[src/rtl/fir_adder_tree_if.sv]
// rtl/fir_adder_tree_if.sv - sample-in / sum-out bundle for the FIR adder tree
interface fir_adder_tree_if #(
   parameter int N      = 32,
   parameter int NUM_IN = 8,
   parameter int OUT_W  = 32
);
   logic                    in_valid;
   logic [N*NUM_IN-1:0]     in_data;
   logic                    out_valid;
   logic signed [OUT_W-1:0] out_data;
   logic                    ovf;

   modport master (
      output in_valid, in_data,
      input  out_valid, out_data, ovf
   );

   modport slave (
      input  in_valid, in_data,
      output out_valid, out_data, ovf
   );
endinterface

[src/rtl/fir_adder_tree.sv]
// rtl/fir_adder_tree.sv - pipelined signed adder tree with saturate/wrap output stage
module fir_adder_tree #(
   parameter int N      = 32,
   parameter int NUM_IN = 8,
   parameter int OUT_W  = 32,
   parameter bit SAT    = 1'b1
) (
   input  logic            clk,
   input  logic            rst,
   input  logic            en,
   fir_adder_tree_if.slave bus
);
   localparam int LEVELS = (NUM_IN > 1) ? $clog2(NUM_IN) : 0;
   localparam int PAD    = 1 << LEVELS;
   localparam int FW     = N + LEVELS;
   localparam int LAT    = LEVELS + 1;

   logic signed [FW-1:0]    in_ext [PAD];
   logic signed [FW-1:0]    full_sum;
   logic signed [OUT_W-1:0] out_d;
   logic signed [OUT_W-1:0] out_q;
   logic                    ovf_d;
   logic                    ovf_q;
   logic [LAT-1:0]          vld_q;

   for (genvar j = 0; j < PAD; j++) begin : g_ext
      if (j < NUM_IN) begin : g_op
         logic signed [N-1:0] op;
         assign op        = bus.in_data[j*N +: N];
         assign in_ext[j] = FW'(op);
      end else begin : g_pad
         assign in_ext[j] = '0;
      end
   end

   // Level k holds PAD>>k partial sums; FW bits leave room for every carry.
   for (genvar k = 1; k <= LEVELS; k++) begin : g_lvl
      localparam int W = PAD >> k;
      logic signed [FW-1:0] node_q [W];
      logic signed [FW-1:0] src    [2*W];

      if (k == 1) begin : g_src_in
         assign src = in_ext;
      end else begin : g_src_lvl
         assign src = g_lvl[k-1].node_q;
      end

      always_ff @(posedge clk) begin
         if (rst) begin
            for (int j = 0; j < W; j++) node_q[j] <= '0;
         end else if (en) begin
            for (int j = 0; j < W; j++) node_q[j] <= src[2*j] + src[2*j+1];
         end
      end
   end

   if (LEVELS == 0) begin : g_flat
      assign full_sum = in_ext[0];
   end else begin : g_root
      assign full_sum = g_lvl[LEVELS].node_q[0];
   end

   if (OUT_W >= FW) begin : g_widen
      assign out_d = OUT_W'(full_sum);
      assign ovf_d = 1'b0;
   end else begin : g_reduce
      // The sum fits iff every bit from OUT_W-1 upward is a copy of the sign.
      logic [FW-OUT_W:0] top;
      logic              out_range;
      assign top       = full_sum[FW-1:OUT_W-1];
      assign out_range = !((&top) || !(|top));
      assign ovf_d     = out_range;
      if (SAT) begin : g_sat
         assign out_d = !out_range    ? full_sum[OUT_W-1:0] :
                        full_sum[FW-1] ? {1'b1, {(OUT_W-1){1'b0}}} :
                                         {1'b0, {(OUT_W-1){1'b1}}};
      end else begin : g_wrap
         assign out_d = full_sum[OUT_W-1:0];
      end
   end

   always_ff @(posedge clk) begin
      if (rst) begin
         out_q <= '0;
         ovf_q <= 1'b0;
         vld_q <= '0;
      end else if (en) begin
         out_q <= out_d;
         ovf_q <= ovf_d;
         vld_q <= LAT'({vld_q, bus.in_valid});
      end
   end

   assign bus.out_data  = out_q;
   assign bus.ovf       = ovf_q;
   assign bus.out_valid = vld_q[LAT-1];
endmodule
[src/flat_wrapper.sv]
// flat-port wrapper written by rule: the top's interface ports become plain ports
module fir_adder_tree_flat 
#(
   parameter int N      = 32,
   parameter int NUM_IN = 8,
   parameter int OUT_W  = 32,
   parameter bit SAT    = 1'b1
)
  (clk, rst, en, bus_in_valid, bus_in_data, bus_out_valid, bus_out_data, bus_ovf);
  fir_adder_tree_if #(.N(N), .NUM_IN(NUM_IN), .OUT_W(OUT_W)) bus_i ();
  input  logic clk;
  input  logic rst;
  input  logic en;
  input wire logic [$bits(bus_i.in_valid)-1:0] bus_in_valid;
  input wire logic [$bits(bus_i.in_data)-1:0] bus_in_data;
  output wire logic [$bits(bus_i.out_valid)-1:0] bus_out_valid;
  output wire logic [$bits(bus_i.out_data)-1:0] bus_out_data;
  output wire logic [$bits(bus_i.ovf)-1:0] bus_ovf;
  assign bus_i.in_valid = bus_in_valid;
  assign bus_i.in_data = bus_in_data;
  assign bus_out_valid = bus_i.out_valid;
  assign bus_out_data = bus_i.out_data;
  assign bus_ovf = bus_i.ovf;
  fir_adder_tree #(.N(N), .NUM_IN(NUM_IN), .OUT_W(OUT_W), .SAT(SAT)) u_core (.clk(clk), .rst(rst), .en(en), .bus(bus_i));
endmodule
[config.mk]
export PLATFORM = sky130hd
export DESIGN_NAME = fir_adder_tree_flat
export DESIGN_NICKNAME = d
export VERILOG_FILES = /design/src/rtl/fir_adder_tree_if.sv /design/src/rtl/fir_adder_tree.sv /design/src/flat_wrapper.sv
export SDC_FILE = /design/constraint.sdc
export NUM_CORES = 1
export LEC_CHECK = 0
export BUFFER_PORTS_ARGS = -buffer_cell sky130_fd_sc_hd__buf_2
export CAP_MARGIN = 15
export CORE_AREA = 2 2 193 195
export DETAILED_ROUTE_END_ITERATION = 10
export DIE_AREA = 0 0 195 197
export PLACE_DENSITY = 0.88
export SLEW_MARGIN = 15
export SYNTH_ARGS = -nofsm -noshare
export SYNTH_HDL_FRONTEND = slang
export SYNTH_SLANG_ARGS = --single-unit
[constraint.sdc]
create_clock -name clk -period 3.41 [get_ports clk]
set_input_delay 0.5115 -clock clk [delete_from_list [all_inputs] [get_ports clk]]
set_output_delay 0.5115 -clock clk [all_outputs]
set_load 0.005 [all_outputs]
### Word-level counts from Yosys, hierarchy flattened

Memory sizes are Yosys's and may differ from the RTL's.
Cells that the tools add are included.

* word-level logic and storage cells: 32
* register bits: 247
* bits in writable memories: 35
* output and inout bits: 34
* memories: 1
* input port bits: 260

* reduce and logical (&&, ||, !) cells: 6
* add/subtract/negate cells: 7
* multiplexer cells: 9

Memories
* u_core.g_lvl[3].node_q: words 1, bits a word 35, read ports 1, clocked after Yosys merged registers in 0, wr ports 1, line fir_adder_tree.sv:39 `logic signed [FW-1:0] node_q [W];`

Operators with widths (count)
* 32-bit by 32-bit adder with 33-bit output: 4
* 35-bit adder: 3
* 32-bit 2-to-1 mux: 2
* 35-bit 2-to-1 mux: 1
* 35-bit OR reduction: 1
* 1-bit 2-to-1 mux: 6
* 4-bit AND reduction: 1
* 4-bit OR reduction: 1
* 1-bit logical NOT: 2
* 1-bit logical OR: 1

### Logic depth before layout (Yosys ltp)

* depth in word-level cells: 5
* gate-level depth with buffers: 13
* depth with buffers taken out: 13

### Least setup slack after synthesis

OpenSTA, ideal clock, no wires.

* kind: in2reg
* start point: in bus_in_data[0]
* end point: reg u_core.g_lvl[1].node_q[127] in the netlist's numbering
* path buffers: 0
* setup time: 0.125 ns
* setup slack: 0.225 ns
* stages: 12
* arrival: 3.061 ns
* data required time: 3.285 ns
* path through: ha_1 > fa_1 > a21o_1 > a211oi_2 > o21ai_1 > a21oi_1 > nor3_1 > or4b_1 > a31o_1 > a21oi_1 > xor2_1 > o21ai_1

* longest elaborated chain between the ends: 1

RTL lines
* from (decl): line flat_wrapper.sv:15 `input wire logic [$bits(bus_i.in_data)-1:0] bus_in_data;`
* 32-bit by 32-bit adder with 33-bit output: line fir_adder_tree.sv:52 `for (int j = 0; j < W; j++) node_q[j] <= src[2*j] + src[2*j+1];`
* to (decl): line fir_adder_tree.sv:39

Every way passes these cells.
A chain may end at the register's enable or synchronous reset.

### Worst setup path in the final report

* start point: reg u_core.g_lvl[1].node_q[0] in the netlist's numbering
* end point: reg u_core.g_lvl[2].node_q[28] in the netlist's numbering

* longest elaborated chain between the ends: 1

RTL lines (line)
* 35-bit adder: fir_adder_tree.sv:52
* to (decl): fir_adder_tree.sv:39

Every way passes these cells.

==> impl_metrics.prom <==
# TYPE chip_impl_metric gauge
chip_impl_metric{name="synth_enable_flop_cells",unit=""} 35
chip_impl_metric{name="route.antenna.remaining_nets",unit=""} 0
chip_impl_info{name="type_of_the_worst_setup_path",value="reg -> reg"} 1
chip_impl_info{name="slowest_stage",value="sky130_fd_sc_hd__fa_1"} 1
chip_impl_metric{name="timing_max_transition_violations_final",unit=""} 0
chip_impl_metric{name="num-nets-final",unit=""} 3200
chip_impl_metric{name="transition_time_of_the_tightest_slew_check_pin",unit="ns"} 1.27
chip_impl_metric{name="largest_net_degree_at_the_start_of_global_routing",unit=""} 175
chip_impl_metric{name="die_h",unit="um"} 197
chip_impl_metric{name="worst_ep_required_time",unit="ns"} 3.80
chip_impl_metric{name="io_pins",unit=""} 294
chip_impl_metric{name="maxCapViolations",unit=""} 0
chip_impl_metric{name="multi_input_comb_area",unit="um2"} 13800
chip_impl_info{name="ctsRootBufferMaster",value="sky130_fd_sc_hd__clkbuf_16"} 1
chip_impl_metric{name="wire_per_inst",unit="um"} 16.9
chip_impl_metric{name="setup_ws",unit="ns"} 0.114
chip_impl_metric{name="synth-async-reset-ratio",unit=""} 0
chip_impl_metric{name="finalCriticalPeriod",unit="ns"} 3.30
chip_impl_metric{name="post_route_cells_drive_above_1_share",unit=""} 0.165
chip_impl_metric{name="antenna_found_initial",unit=""} 0
chip_impl_metric{name="grt_util_all_layers",unit=""} 0.267
chip_impl_metric{name="first_global_vias",unit=""} 17900
chip_impl_metric{name="synth.top_cell.area_share",unit=""} 0.239
chip_impl_info{name="yosys.area.top_type",value="sky130_fd_sc_hd__dfxtp_1"} 1
chip_impl_info{name="tritoncts_clock_tree",value="done"} 1
chip_impl_info{name="timing.critical_path.cells",value="ha_1 > inv_1 > fa_1 > nand2b_4 > a21oi_2 > o211ai_1 > a31oi_2 > o211ai_1 > o41ai_2 > buf_4 > a31o_4 > a41oi_1 > xor2_1 > o21ai_0"} 1
chip_impl_metric{name="gate_count_post_synth",unit=""} 2415
chip_impl_metric{name="finalInstanceArea",unit="um2"} 23300
chip_impl_metric{name="synth_cell_type_count",unit=""} 74
chip_impl_info{name="critical_path.endpoint_type",value="flip-flop"} 1
chip_impl_metric{name="cts.clk_slew.worst_paths",unit="ns"} 0.06
chip_impl_metric{name="die-area",unit="um2"} 38400
chip_impl_metric{name="worst_hold_slack_across_all_endpoints",unit="ns"} 0.199
chip_impl_metric{name="worst_skew_pair.late_latency",unit="ns"} 0.55
chip_impl_info{name="critical-path-top-cell-by-count",value="sky130_fd_sc_hd__o211ai_1"} 1
chip_impl_metric{name="max-slew-margin-rel",unit=""} 0.156
chip_impl_metric{name="pleak",unit="nW"} 10.9
chip_impl_metric{name="wire_length_of_the_first_global_routing_pass",unit="um"} 86200
chip_impl_metric{name="post_place_instance_area",unit="um2"} 22200
chip_impl_metric{name="worst-r2r-cell-count",unit=""} 14
chip_impl_metric{name="grt_remaining_overflow",unit=""} 0
chip_impl_metric{name="timing.final.crit_share",unit=""} 0.966
chip_impl_metric{name="irDropWorstVdd",unit="mV"} 0.326
chip_impl_metric{name="rows",unit=""} 70
chip_impl_metric{name="clock_tree.htree_level_count",unit=""} 1
chip_impl_metric{name="design.core.area",unit="um2"} 36300
chip_impl_metric{name="power",unit="mW"} 10.4
chip_impl_metric{name="drcViolationCount",unit=""} 0
chip_impl_info{name="reg_to_reg_critical_path_startpoint",value="u_core.g_lvl[1].node_q[0]"} 1
chip_impl_metric{name="final-setup-viol-count",unit=""} 0
chip_impl_info{name="synth-main-ff-cell",value="sky130_fd_sc_hd__dfxtp_1"} 1
chip_impl_metric{name="ff_latch_area",unit="um2"} 5840
chip_impl_info{name="top_count_cell_post_synth",value="sky130_fd_sc_hd__a21oi_1"} 1
chip_impl_info{name="hold_class",value="in -> reg"} 1
chip_impl_metric{name="hold_path_depth",unit=""} 3
chip_impl_metric{name="synth.yosys.seq_area_share",unit=""} 0.291
chip_impl_metric{name="setup_slack_on_the_worst_flop_to_flop_path",unit="ns"} 0.11
chip_impl_metric{name="effective_utilization_at_floorplan",unit=""} 0.553
chip_impl_metric{name="detailedPlace.worstSlack",unit="ns"} -0.0512
chip_impl_metric{name="drtPass1Iterations",unit=""} 5
chip_impl_metric{name="synth.yosys.warnings",unit=""} 0
chip_impl_metric{name="numCtsBuffers",unit=""} 28
chip_impl_metric{name="power_per_cell_area",unit="nW/um2"} 444
chip_impl_metric{name="drt-initial-drc-count",unit=""} 1241
chip_impl_metric{name="detail_route.wirelength",unit="um"} 53900
chip_impl_metric{name="max_freq",unit="MHz"} 303
chip_impl_metric{name="dieWidth",unit="um"} 195
chip_impl_metric{name="timing.critical_path.slowest_cell_delay",unit="ns"} 0.40
chip_impl_metric{name="gp_routability_congestion",unit=""} 0.900
chip_impl_metric{name="clkSinkCount",unit=""} 274
chip_impl_metric{name="routed_via_density",unit=""} 5.93
chip_impl_info{name="timing.critical_path.to",value="u_core.g_lvl[2].node_q[28]"} 1
chip_impl_info{name="reg2reg_to",value="u_core.g_lvl[2].node_q[28]"} 1
chip_impl_metric{name="syn_area",unit="um2"} 20000
chip_impl_metric{name="worstPathMaxFanout",unit=""} 5
chip_impl_metric{name="place.port_buffers",unit=""} 293
chip_impl_metric{name="fin_worst_skew",unit="ns"} 0.0108
chip_impl_info{name="critical_path.startpoint_type",value="flip-flop"} 1
chip_impl_info{name="timing.critical_path.from",value="u_core.g_lvl[1].node_q[0]"} 1
chip_impl_metric{name="ys_seq_elements",unit=""} 274
chip_impl_metric{name="final_hold_viol_count",unit=""} 0
chip_impl_info{name="synth_commonest_cells",value="sky130_fd_sc_hd__a21oi_1 (256), sky130_fd_sc_hd__dfxtp_1 (239), sky130_fd_sc_hd__nor2_1 (236), sky130_fd_sc_hd__ha_1 (228), sky130_fd_sc_hd__nand2_1 (200)"} 1
chip_impl_metric{name="num-fill-cells",unit=""} 3112
chip_impl_metric{name="synth.net_count",unit=""} 2910
chip_impl_metric{name="num_antenna_cells",unit=""} 0
chip_impl_metric{name="layout_area_growth_over_synthesis",unit="%"} 16.5
chip_impl_metric{name="hpwl_after_dpl",unit="um"} 41700
chip_impl_metric{name="total_vias_in_the_final_route",unit=""} 19000
chip_impl_metric{name="critical_path_arrival",unit="ns"} 3.69
chip_impl_metric{name="syn-mean-instance-area",unit="um2"} 8.30
chip_impl_metric{name="cts_buffer_depth",unit=""} 3
chip_impl_info{name="outcome",value="finished, final reports clean"} 1
chip_impl_info{name="yosys-top-cells-area",value="sky130_fd_sc_hd__dfxtp_1 (24%), sky130_fd_sc_hd__ha_1 (14%), sky130_fd_sc_hd__a21oi_1 (6.4%)"} 1
==> cell type report <==
class	instances	share of cell area
tap	468	0.0251
timing repair buffer	353	0.0837
clock inverter	14	0.00745
sequential	274	0.250
multi-input combinational	1996	0.591
inverter	52	0.00836
clock buffer	38	0.0346
==> cells by family after synthesis <==
group	Yosys count	share of synthesized area
AO/OA/AOI/OAI	773	0.242
adder cells (fa/ha/maj)	235	0.149
buffers and inverters	145	0.0273
AND/OR/NAND/NOR	713	0.164
multiplexers	91	0.0455
flip-flops	274	0.291
XOR/XNOR	184	0.0804
==> metrics by stage <==
step	util	setup TNS, ns	cells
6_report	0.644	0	3195
5_1_grt	0.644	-0.185	3195
4_1_cts	0.640	0	3192
3_5_place_dp	0.613	-0.244	3140
3_3_place_gp	0.613	-0.0239	3140
2_1_floorplan	-	0	2415
==> where the power goes <==
part	total, mW	switching [mW]	leakage (nW)	internal, mW
Combinational	3.26	1.86	8.11	1.40
Clock	3.24	1.34	0.483	1.90
Sequential	3.85	0.229	2.36	3.62
Total	10.4	3.43	10.9	6.93
==> flip-flops by register name, indices dropped and copies added, names as in the netlist <==
signal and count:
u_core.bus.out_data 32, u_core.vld_q 4, u_core.g_lvl.node_q 237, u_core.bus.ovf 1
==> layout by cell type, fill, tap and decap left out, types with 22 or more instances in the layout <==
cell type                   count
sky130_fd_sc_hd__a211oi_1      58
sky130_fd_sc_hd__xnor2_1      104
sky130_fd_sc_hd__o21bai_1      22
sky130_fd_sc_hd__a21oi_1      254
sky130_fd_sc_hd__nor2b_1       28
sky130_fd_sc_hd__a21o_1       110
sky130_fd_sc_hd__inv_1         52
sky130_fd_sc_hd__o21ai_0      145
sky130_fd_sc_hd__a31oi_1       22
sky130_fd_sc_hd__buf_2        291
sky130_fd_sc_hd__mux2i_1       91
sky130_fd_sc_hd__buf_4         59
sky130_fd_sc_hd__nand4_1       28
sky130_fd_sc_hd__xor2_1        80
sky130_fd_sc_hd__nor3_1        40
sky130_fd_sc_hd__ha_1         228
sky130_fd_sc_hd__and3_1        23
sky130_fd_sc_hd__o21a_1        22
sky130_fd_sc_hd__clkbuf_16     28
sky130_fd_sc_hd__dfxtp_1      239
sky130_fd_sc_hd__nand2_1      200
sky130_fd_sc_hd__edfxtp_1      35
sky130_fd_sc_hd__nand3_1       61
sky130_fd_sc_hd__nor2_1       232
sky130_fd_sc_hd__nand2b_1      22
==> how the worst min path moves through the flow <==
stage                                           start                     endpoint  slack [ns]
after floorplan           u_core.g_lvl[1].node_q[118]  u_core.g_lvl[1].node_q[118]        0.43
final                                    bus_in_valid              u_core.vld_q[0]        0.20
after global placement    u_core.g_lvl[1].node_q[136]  u_core.g_lvl[1].node_q[136]        0.44
after detailed placement   u_core.g_lvl[1].node_q[87]   u_core.g_lvl[1].node_q[87]        0.45
after global routing                     bus_in_valid              u_core.vld_q[0]        0.23
after CTS                                bus_in_valid              u_core.vld_q[0]        0.19
==> repair_timing <==
| action | 4_1_cts | 5_1_grt |
|---|---|---|
| resized for setup | 1 | 21 |
| pin swaps | 1 | 10 |
| setup buffers | 0 | 3 |
| hold buffers | 0 | 0 |
| setup endpoints to repair | 2 | 15 |
==> layer usage <==
metal,vias to the layer above,global-route usage,part of all wire
met2,498,0.473,0.49
met5,-,0,0
met1,8918,0.349,0.44
met3,92,0.0221,0.043
li1,9446,-,-
met4,0,0.0749,0.024
==> critical path: cells and delay by family, from the launching register on <==
family          cells  cell delay (ns)
compound gates      8             1.55
buf+inv             2             0.24
xor+xnor            1             0.24
simple gates        1             0.17
flops               1             0.34
fa+ha+maj           2             0.59
Note: power is estimated with default switching activity, not from simulation.
